$ cat src/rtl/step_clock_gen_pkg.sv
// Shared encodings for the step clock generator and the core it drives.
// Holds the run-mode encoding, debounce states and the stage wrap rule.
package step_clock_gen_pkg;

    localparam logic RUN_AUTO = 1'b1;
    localparam logic [2:0] STAGE_MAX = 3'd4;

    typedef enum logic [1:0] {
        S_IDLE    = 2'd0,
        S_PRESS   = 2'd1,
        S_HELD    = 2'd2,
        S_RELEASE = 2'd3
    } deb_state_t;

    // Same wrap rule as the core's stage sequencer
    function automatic logic [2:0] stage_next(input logic [2:0] s);
        return (s >= STAGE_MAX) ? 3'd1 : s + 3'd1;
    endfunction

endpackage

$ cat src/rtl/step_clock_gen_if.sv
// Board-side bundle of the step clock generator: mode/button in,
// step strobe, stretched step clock, stage mirror and held level out.
interface step_clock_gen_if;

    logic       RUNTYPE;
    logic       STAGE_BTN;
    logic       STEP_PULSE;
    logic       STEP_CLK;
    logic [2:0] STAGE_NO;
    logic       BTN_HELD;

    modport master (
        output RUNTYPE, STAGE_BTN,
        input  STEP_PULSE, STEP_CLK, STAGE_NO, BTN_HELD
    );

    modport slave (
        input  RUNTYPE, STAGE_BTN,
        output STEP_PULSE, STEP_CLK, STAGE_NO, BTN_HELD
    );

endinterface

$ cat src/rtl/step_clock_gen_btn_debounce.sv
// Stage button synchronizer and debounce FSM; emits a one-cycle
// strobe per accepted press and the debounced held level.
module step_clock_gen_btn_debounce
    import step_clock_gen_pkg::*;
#(
    parameter logic [15:0] DEB_CYCLES = 16'd50000
) (
    input  logic clk,
    input  logic rst_n,
    input  logic btn,
    output logic held,
    output logic strobe
);

    localparam logic [15:0] DEB_LAST = DEB_CYCLES - 16'd1;

    logic        btn_m;
    logic        btn_s;
    deb_state_t  state;
    deb_state_t  state_nx;
    logic [15:0] deb_cnt;
    logic [15:0] deb_cnt_nx;

    always_ff @(posedge clk or negedge rst_n) begin
        if (!rst_n) begin
            btn_m   <= 1'b0;
            btn_s   <= 1'b0;
            state   <= S_IDLE;
            deb_cnt <= '0;
        end else begin
            btn_m   <= btn;
            btn_s   <= btn_m;
            state   <= state_nx;
            deb_cnt <= deb_cnt_nx;
        end
    end

    always_comb begin
        state_nx   = state;
        deb_cnt_nx = deb_cnt;
        strobe     = 1'b0;
        unique case (state)
            S_IDLE: begin
                if (btn_s) begin
                    state_nx   = S_PRESS;
                    deb_cnt_nx = '0;
                end
            end
            S_PRESS: begin
                if (!btn_s) begin
                    state_nx = S_IDLE;
                end else if (deb_cnt == DEB_LAST) begin
                    state_nx = S_HELD;
                    strobe   = 1'b1;
                end else begin
                    deb_cnt_nx = deb_cnt + 16'd1;
                end
            end
            S_HELD: begin
                if (!btn_s) begin
                    state_nx   = S_RELEASE;
                    deb_cnt_nx = '0;
                end
            end
            S_RELEASE: begin
                // A bounce back high returns to held without a new step
                if (btn_s) begin
                    state_nx = S_HELD;
                end else if (deb_cnt == DEB_LAST) begin
                    state_nx = S_IDLE;
                end else begin
                    deb_cnt_nx = deb_cnt + 16'd1;
                end
            end
        endcase
    end

    assign held = (state == S_HELD) || (state == S_RELEASE);

endmodule

$ cat src/rtl/step_clock_gen.sv
// Stage-advance step generator: auto divider or debounced manual button.
// Define STEP_INSTR_EN to make one manual press run to the end of the instruction.
module step_clock_gen
    import step_clock_gen_pkg::*;
#(
    parameter logic [15:0] DEB_CYCLES = 16'd50000,
    parameter logic [31:0] AUTO_DIV   = 32'd25000000,
    parameter logic [7:0]  HIGH_CYC   = 8'd4
) (
    input logic             DCLK,
    input logic             RSTn,
    step_clock_gen_if.slave io
);

    logic        run_m;
    logic        run_s;
    logic        man_strobe;
    logic        held;
    logic [31:0] div_cnt;
    logic        auto_strobe;
    logic        strobe;
    logic        accept;
    logic        step_pulse;
    logic        step_clk;
    logic [7:0]  str_cnt;
    logic [2:0]  stage_no;

    step_clock_gen_btn_debounce #(
        .DEB_CYCLES(DEB_CYCLES)
    ) u_deb (
        .clk   (DCLK),
        .rst_n (RSTn),
        .btn   (io.STAGE_BTN),
        .held  (held),
        .strobe(man_strobe)
    );

    always_ff @(posedge DCLK or negedge RSTn) begin
        if (!RSTn) begin
            run_m <= 1'b0;
            run_s <= 1'b0;
        end else begin
            run_m <= io.RUNTYPE;
            run_s <= run_m;
        end
    end

    assign auto_strobe = (run_s == RUN_AUTO) && (div_cnt == AUTO_DIV - 32'd1);

    always_ff @(posedge DCLK or negedge RSTn) begin
        if (!RSTn) begin
            div_cnt <= '0;
        end else if (run_s != RUN_AUTO || auto_strobe) begin
            div_cnt <= '0;
        end else begin
            div_cnt <= div_cnt + 32'd1;
        end
    end

`ifdef STEP_INSTR_EN
    localparam logic [8:0] GAP = {HIGH_CYC, 1'b0};

    logic       burst;
    logic [8:0] gap_cnt;
    logic       burst_strobe;

    assign burst_strobe = burst && (gap_cnt == GAP);
    assign strobe = (run_s == RUN_AUTO) ? auto_strobe :
                    (burst ? burst_strobe : man_strobe);

    // Burst keeps stepping until the mirrored stage lands on STAGE_MAX
    always_ff @(posedge DCLK or negedge RSTn) begin
        if (!RSTn) begin
            burst   <= 1'b0;
            gap_cnt <= '0;
        end else if (run_s == RUN_AUTO) begin
            burst   <= 1'b0;
            gap_cnt <= '0;
        end else if (accept) begin
            burst   <= (stage_next(stage_no) != STAGE_MAX);
            gap_cnt <= 9'd1;
        end else if (burst) begin
            gap_cnt <= gap_cnt + 9'd1;
        end
    end
`else
    assign strobe = (run_s == RUN_AUTO) ? auto_strobe : man_strobe;
`endif

    // A strobe landing while the step clock is still high is dropped
    assign accept = strobe && !step_clk;

    always_ff @(posedge DCLK or negedge RSTn) begin
        if (!RSTn) begin
            step_pulse <= 1'b0;
            step_clk   <= 1'b0;
            str_cnt    <= '0;
            stage_no   <= '0;
        end else begin
            step_pulse <= accept;
            if (accept) begin
                step_clk <= 1'b1;
                str_cnt  <= 8'd1;
                stage_no <= stage_next(stage_no);
            end else if (step_clk) begin
                if (str_cnt == HIGH_CYC) begin
                    step_clk <= 1'b0;
                    str_cnt  <= '0;
                end else begin
                    str_cnt <= str_cnt + 8'd1;
                end
            end
        end
    end

    assign io.STEP_PULSE = step_pulse;
    assign io.STEP_CLK   = step_clk;
    assign io.STAGE_NO   = stage_no;
    assign io.BTN_HELD   = held;

endmodule

$ cat src/flat_wrapper.sv
// flat-port wrapper written by rule: the top's interface ports become plain ports
module step_clock_gen_flat import step_clock_gen_pkg::*;
#(
    parameter logic [15:0] DEB_CYCLES = 16'd50000,
    parameter logic [31:0] AUTO_DIV   = 32'd25000000,
    parameter logic [7:0]  HIGH_CYC   = 8'd4
)
  (DCLK, RSTn, io_RUNTYPE, io_STAGE_BTN, io_STEP_PULSE, io_STEP_CLK, io_STAGE_NO, io_BTN_HELD);
  step_clock_gen_if io_i ();
  input logic DCLK;
  input logic RSTn;
  input wire logic [$bits(io_i.RUNTYPE)-1:0] io_RUNTYPE;
  input wire logic [$bits(io_i.STAGE_BTN)-1:0] io_STAGE_BTN;
  output wire logic [$bits(io_i.STEP_PULSE)-1:0] io_STEP_PULSE;
  output wire logic [$bits(io_i.STEP_CLK)-1:0] io_STEP_CLK;
  output wire logic [$bits(io_i.STAGE_NO)-1:0] io_STAGE_NO;
  output wire logic [$bits(io_i.BTN_HELD)-1:0] io_BTN_HELD;
  assign io_i.RUNTYPE = io_RUNTYPE;
  assign io_i.STAGE_BTN = io_STAGE_BTN;
  assign io_STEP_PULSE = io_i.STEP_PULSE;
  assign io_STEP_CLK = io_i.STEP_CLK;
  assign io_STAGE_NO = io_i.STAGE_NO;
  assign io_BTN_HELD = io_i.BTN_HELD;
  step_clock_gen #(.DEB_CYCLES(DEB_CYCLES), .AUTO_DIV(AUTO_DIV), .HIGH_CYC(HIGH_CYC)) u_core (.DCLK(DCLK), .RSTn(RSTn), .io(io_i));
endmodule
$ cat config.mk
export PLATFORM = sky130hd
export DESIGN_NAME = step_clock_gen_flat
export DESIGN_NICKNAME = d
export VERILOG_FILES = /design/src/rtl/step_clock_gen_pkg.sv /design/src/rtl/step_clock_gen_if.sv /design/src/rtl/step_clock_gen_btn_debounce.sv /design/src/rtl/step_clock_gen.sv /design/src/flat_wrapper.sv
export SDC_FILE = /design/constraint.sdc
export NUM_CORES = 1
export LEC_CHECK = 0
export CORE_ASPECT_RATIO = 1.1
export CORE_MARGIN = 2
export CORE_UTILIZATION = 25
export CTS_CLUSTER_DIAMETER = 200
export DETAILED_ROUTE_END_ITERATION = 6
export PLACE_DENSITY_LB_ADDON = 0.25
export RECOVER_POWER = 100
export SYNTH_ARGS = -nofsm -noshare
export SYNTH_HDL_FRONTEND = slang
export SYNTH_SLANG_ARGS = --single-unit
$ cat constraint.sdc
create_clock -name DCLK -period 2.4 [get_ports DCLK]
set_clock_uncertainty 0.1 [all_clocks]
set_input_delay 0.24 -clock DCLK [delete_from_list [all_inputs] [get_ports DCLK]]
set_output_delay 0.24 -clock DCLK [all_outputs]
set_load 0.02 [all_outputs]
==> results.toml <==
[outcome]
status = "complete, no violations"

[critical_path]
kind_of_critical_path = "flop to flop"
cp_cell_sequence = "ha_1, and2_1, and2_0, a41oi_2, mux2_2"
crit_required_ns = 2.51
crit_fanout = 7
critPathMaxStageDelay_ns = 0.42
startpoint_type = "flop"
endpoint_kind_of_the_worst_setup_timing_path = "flop"
critical_path_arrival_ns = 2.27
crit_path_top_delay_cell = "sky130_fd_sc_hd__a41oi_2"

[sta]
finalWorstPathRequiredPeriod_ns = 2.16
worst_pin_slew_ns = 0.789
finalHoldViolations = 0
fin_worst_hold_slack_ns = 0.252
max-slew-margin-rel = 0.474
setup_failing_eps_final = 0
finalMaxSlewViolations = 0
share_of_the_clock_period_used_by_the_worst_path = 0.901
rsz_0062_raised_after_global_routing = "false"
worst_slack_ns = 0.238
setup-tns-final_ns = 0
max_clock_freq_mhz = 463

[pwr]
power_density_nw_per_um2 = 709
power_frac_seq = 0.391
power.internal_mw = 2.39
fraction_of_power_spent_switching_nets = 0.194
vdd_drop_max_uv = 347
pwr-share-comb = 0.028
clock_power_share = 0.581
total_power_mw = 2.97
switching_power_mw = 0.575
power.static_leakage_nw = 1.76

[die]
die-height_um = 128
initial_utilization = 0.255
fp.dieW_um = 117
dieArea_sq_um = 15000
std_cell_rows = 45
design.core.area_sq_um = 13800
num_io_pins = 10

[synth]
mappedNetlistNets = 368
post_synth_main_area_contributors = "sky130_fd_sc_hd__dfrtp_1, sky130_fd_sc_hd__xnor2_1, sky130_fd_sc_hd__nor2_1, sky130_fd_sc_hd__nand3_1, sky130_fd_sc_hd__nand2_1"
asyncSetResetFlopFracSynth = 1.00
synthDominantCellAreaShare = 0.477
synth_area_per_cell_sq_um = 9.82
post_synth_num_cell_types = 51
ys_seq_elements = 67
postSynthCellCount = 358
synth_flop_cell = "sky130_fd_sc_hd__dfrtp_1"
synthDominantAreaCellType = "sky130_fd_sc_hd__dfrtp_1"
share_of_the_yosys_chip_area_belonging_to_registers = 0.477
synth_warnings = 0
post_synthesis_instance_area_sq_um = 3520
synth_edf_count = 0

[global_routing]
grt_start_max_net_pins = 58
overall_global_routing_resource_usage = 0.108
grt_pass1_vias = 2577
antenna_found_initial = 0
grt_first_pass_wirelength_um = 12800
globalRouteOverflowTotal = 0

[layout]
design.final.nets = 385
multiInputGateArea_sq_um = 1660
insertedDiodeCount = 0
nFillCells = 1424
ff_latch_area_sq_um = 1680
layout.core_utilization = 0.304
post_route_cells_drive_above_1_share = 0.105
fin_cells = 568
layout.cell_area.non_filler_sq_um = 4190
layout-area-overhead-vs-synth_pct = 19.1

[route]
antenna_violating_nets_post_route = 0
first_iter_violations = 159
drt_drc_violations_left = 0
vias = 2571
drt_pre_antenna_iters = 4
vias_per_cell = 4.53
detail_route.wirelength_um = 7210
wl_per_cell_um = 12.7

[cts]
clk_latency_ns = 0.33
cts.path.max_buffers = 2
cts.sinks = 67
post_cts.repair.setup_buffers = 0
tritoncts = "done"
cts_max_level = 3
clk_root_buffer_cell = "sky130_fd_sc_hd__clkbuf_16"
reg_clk_slew_reported_paths_ns = 0.06
postCtsResizedCells = 0
cts_made_buffers = 9

[place]
placement.cell_area_sq_um = 3840
placement.io_buffers = 9
hpwl_after_detailed_placement_um = 4790
placed_cells_incl_taps = 551
routability_congestion_estimate_from_global_placement = 0.803
dp_worst_setup_slack_ns = 0.294

[worst_hold_path]
worst_hold_path_type = "flop to flop"

[run]
max_cap_viol_count = 0
## cell families after synthesis
| family | count (synthesis) | synth area share |
|---|---|---|
| and+or+nand+nor | 168 | 0.256 |
| xor gates and xnor gates | 35 | 0.0872 |
| muxes | 8 | 0.0238 |
| AOI/OAI and AO/OA | 43 | 0.0893 |
| adders and majority gates | 6 | 0.0213 |
| DFF | 67 | 0.477 |
| buffers and inverters | 31 | 0.0452 |
## per-layer routing
| layer | vias up | wire [um] | track usage |
|---|---|---|---|
| li1 | 1287 | - | - |
| met3 | 9 | 220 | 0.0316 |
| met1 | 1245 | 3540 | 0.141 |
| met5 | - | 0 | 0 |
| met2 | 30 | 3330 | 0.168 |
| met4 | 0 | 126 | 0.0436 |
## state kept, by name, indices dropped and copies added, names as in the netlist, named ones only
name	count
u_core.div_cnt	32
u_core.io.STAGE_NO	3
u_core.io.STEP_CLK	1
u_core.io.STEP_PULSE	1
u_core.run_m	1
u_core.run_s	1
u_core.str_cnt	8
u_core.u_deb.btn_m	1
u_core.u_deb.btn_s	1
u_core.u_deb.deb_cnt	16
u_core.u_deb.state	1
## cell usage in the layout, fill, tap and decap left out, drive strengths merged, types with 2 or more instances in the layout
cell / instances
clkbuf: 12
nand3: 25
nor4b: 3
bufinv: 5
buf: 7
nand4: 11
o21ai: 10
mux2i: 5
a21oi: 9
and4: 5
and4bb: 2
and2: 3
dfrtp: 67
xor2: 7
nor2b: 3
a31oi: 5
nor2: 49
and3: 10
nand2: 25
dlygate4sd3: 9
ha: 6
a22o: 6
xnor2: 28
clkinv: 2
nor4: 9
or3: 3
a211o: 2
nor3: 16
nand2b: 2
inv: 18
a41oi: 3
a21o: 2
mux2: 3
## worst max-delay path, delay by kind of cell (launching register included)
kind | cells | cell delay, ns
AO/OA/AOI/OAI | 1 | 0.42
adder cells (fa/ha/maj) | 1 | 0.25
flip-flops | 1 | 0.41
multiplexers | 1 | 0.38
AND/OR/NAND/NOR | 2 | 0.48
## cell usage after synthesis (2+ instances only)
library cell / instances
sky130_fd_sc_hd__mux2_2: 3
sky130_fd_sc_hd__a41oi_1: 2
sky130_fd_sc_hd__nor4_1: 9
sky130_fd_sc_hd__dfrtp_1: 67
sky130_fd_sc_hd__a31oi_1: 4
sky130_fd_sc_hd__nand2b_1: 2
sky130_fd_sc_hd__nand4_2: 2
sky130_fd_sc_hd__a21o_1: 2
sky130_fd_sc_hd__mux2i_1: 5
sky130_fd_sc_hd__a22o_1: 5
sky130_fd_sc_hd__a211o_1: 2
sky130_fd_sc_hd__nor2_1: 47
sky130_fd_sc_hd__nand2_1: 25
sky130_fd_sc_hd__nor2b_1: 3
sky130_fd_sc_hd__or3_1: 3
sky130_fd_sc_hd__and3_1: 9
sky130_fd_sc_hd__nand3_1: 25
sky130_fd_sc_hd__and2_1: 3
sky130_fd_sc_hd__ha_1: 6
sky130_fd_sc_hd__inv_1: 18
sky130_fd_sc_hd__buf_2: 7
sky130_fd_sc_hd__clkbuf_1: 3
sky130_fd_sc_hd__nand4_1: 9
sky130_fd_sc_hd__and4_1: 5
sky130_fd_sc_hd__o21ai_0: 10
sky130_fd_sc_hd__xor2_1: 7
sky130_fd_sc_hd__xnor2_1: 28
sky130_fd_sc_hd__nor3_1: 16
sky130_fd_sc_hd__a21oi_1: 9
## layout make-up
cell class                 count  area share
sequential                    67       0.400
multi-input combinational    260       0.396
tap                          188      0.0561
clock buffer                   9      0.0537
clock inverter                 7      0.0391
timing repair buffer          19      0.0385
inverter                      18      0.0161
## power by group through the flow
stage | clock network (mW) | registers [mW] | logic, mW
4_1_cts | 1.76 | 1.16 | 0.0938
2_1_floorplan | 0 | 1.18 | 0.0441
5_1_grt | 1.81 | 1.16 | 0.0967
3_5_place_dp | 0 | 1.18 | 0.0921
3_3_place_gp | 0 | 1.18 | 0.0923
6_report | 1.73 | 1.16 | 0.0826
## final timing paths
kind                            cells past startpoint                             endpoint  slack [ns]                    startpoint
worst max-delay path                                5    u_core.io.STAGE_NO[2]$_DFFE_PN0P_        0.24   u_core.div_cnt[0]$_DFF_PN0_
worst min-delay path                                0         u_core.u_deb.btn_s$_DFF_PN0_        0.25  u_core.u_deb.btn_m$_DFF_PN0_
worst max register to register                      5    u_core.io.STAGE_NO[2]$_DFFE_PN0P_        0.24   u_core.div_cnt[0]$_DFF_PN0_
worst min register to register                      0         u_core.u_deb.btn_s$_DFF_PN0_        0.25  u_core.u_deb.btn_m$_DFF_PN0_
max in group asynchronous                           3         u_core.div_cnt[25]$_DFF_PN0_        0.60                          RSTn
min in group asynchronous                           2  u_core.u_deb.deb_cnt[8]$_DFFE_PN0P_        0.33                          RSTn
## what timing repair did
| item | in CTS | in global routing |
|---|---|---|
| endpoints found under the hold margin | 10 | 0 |
| hold buffers | 1 | 0 |
| setup endpoints to repair | 0 | 0 |
No activity file was read; power rests on OpenSTA's default activity.
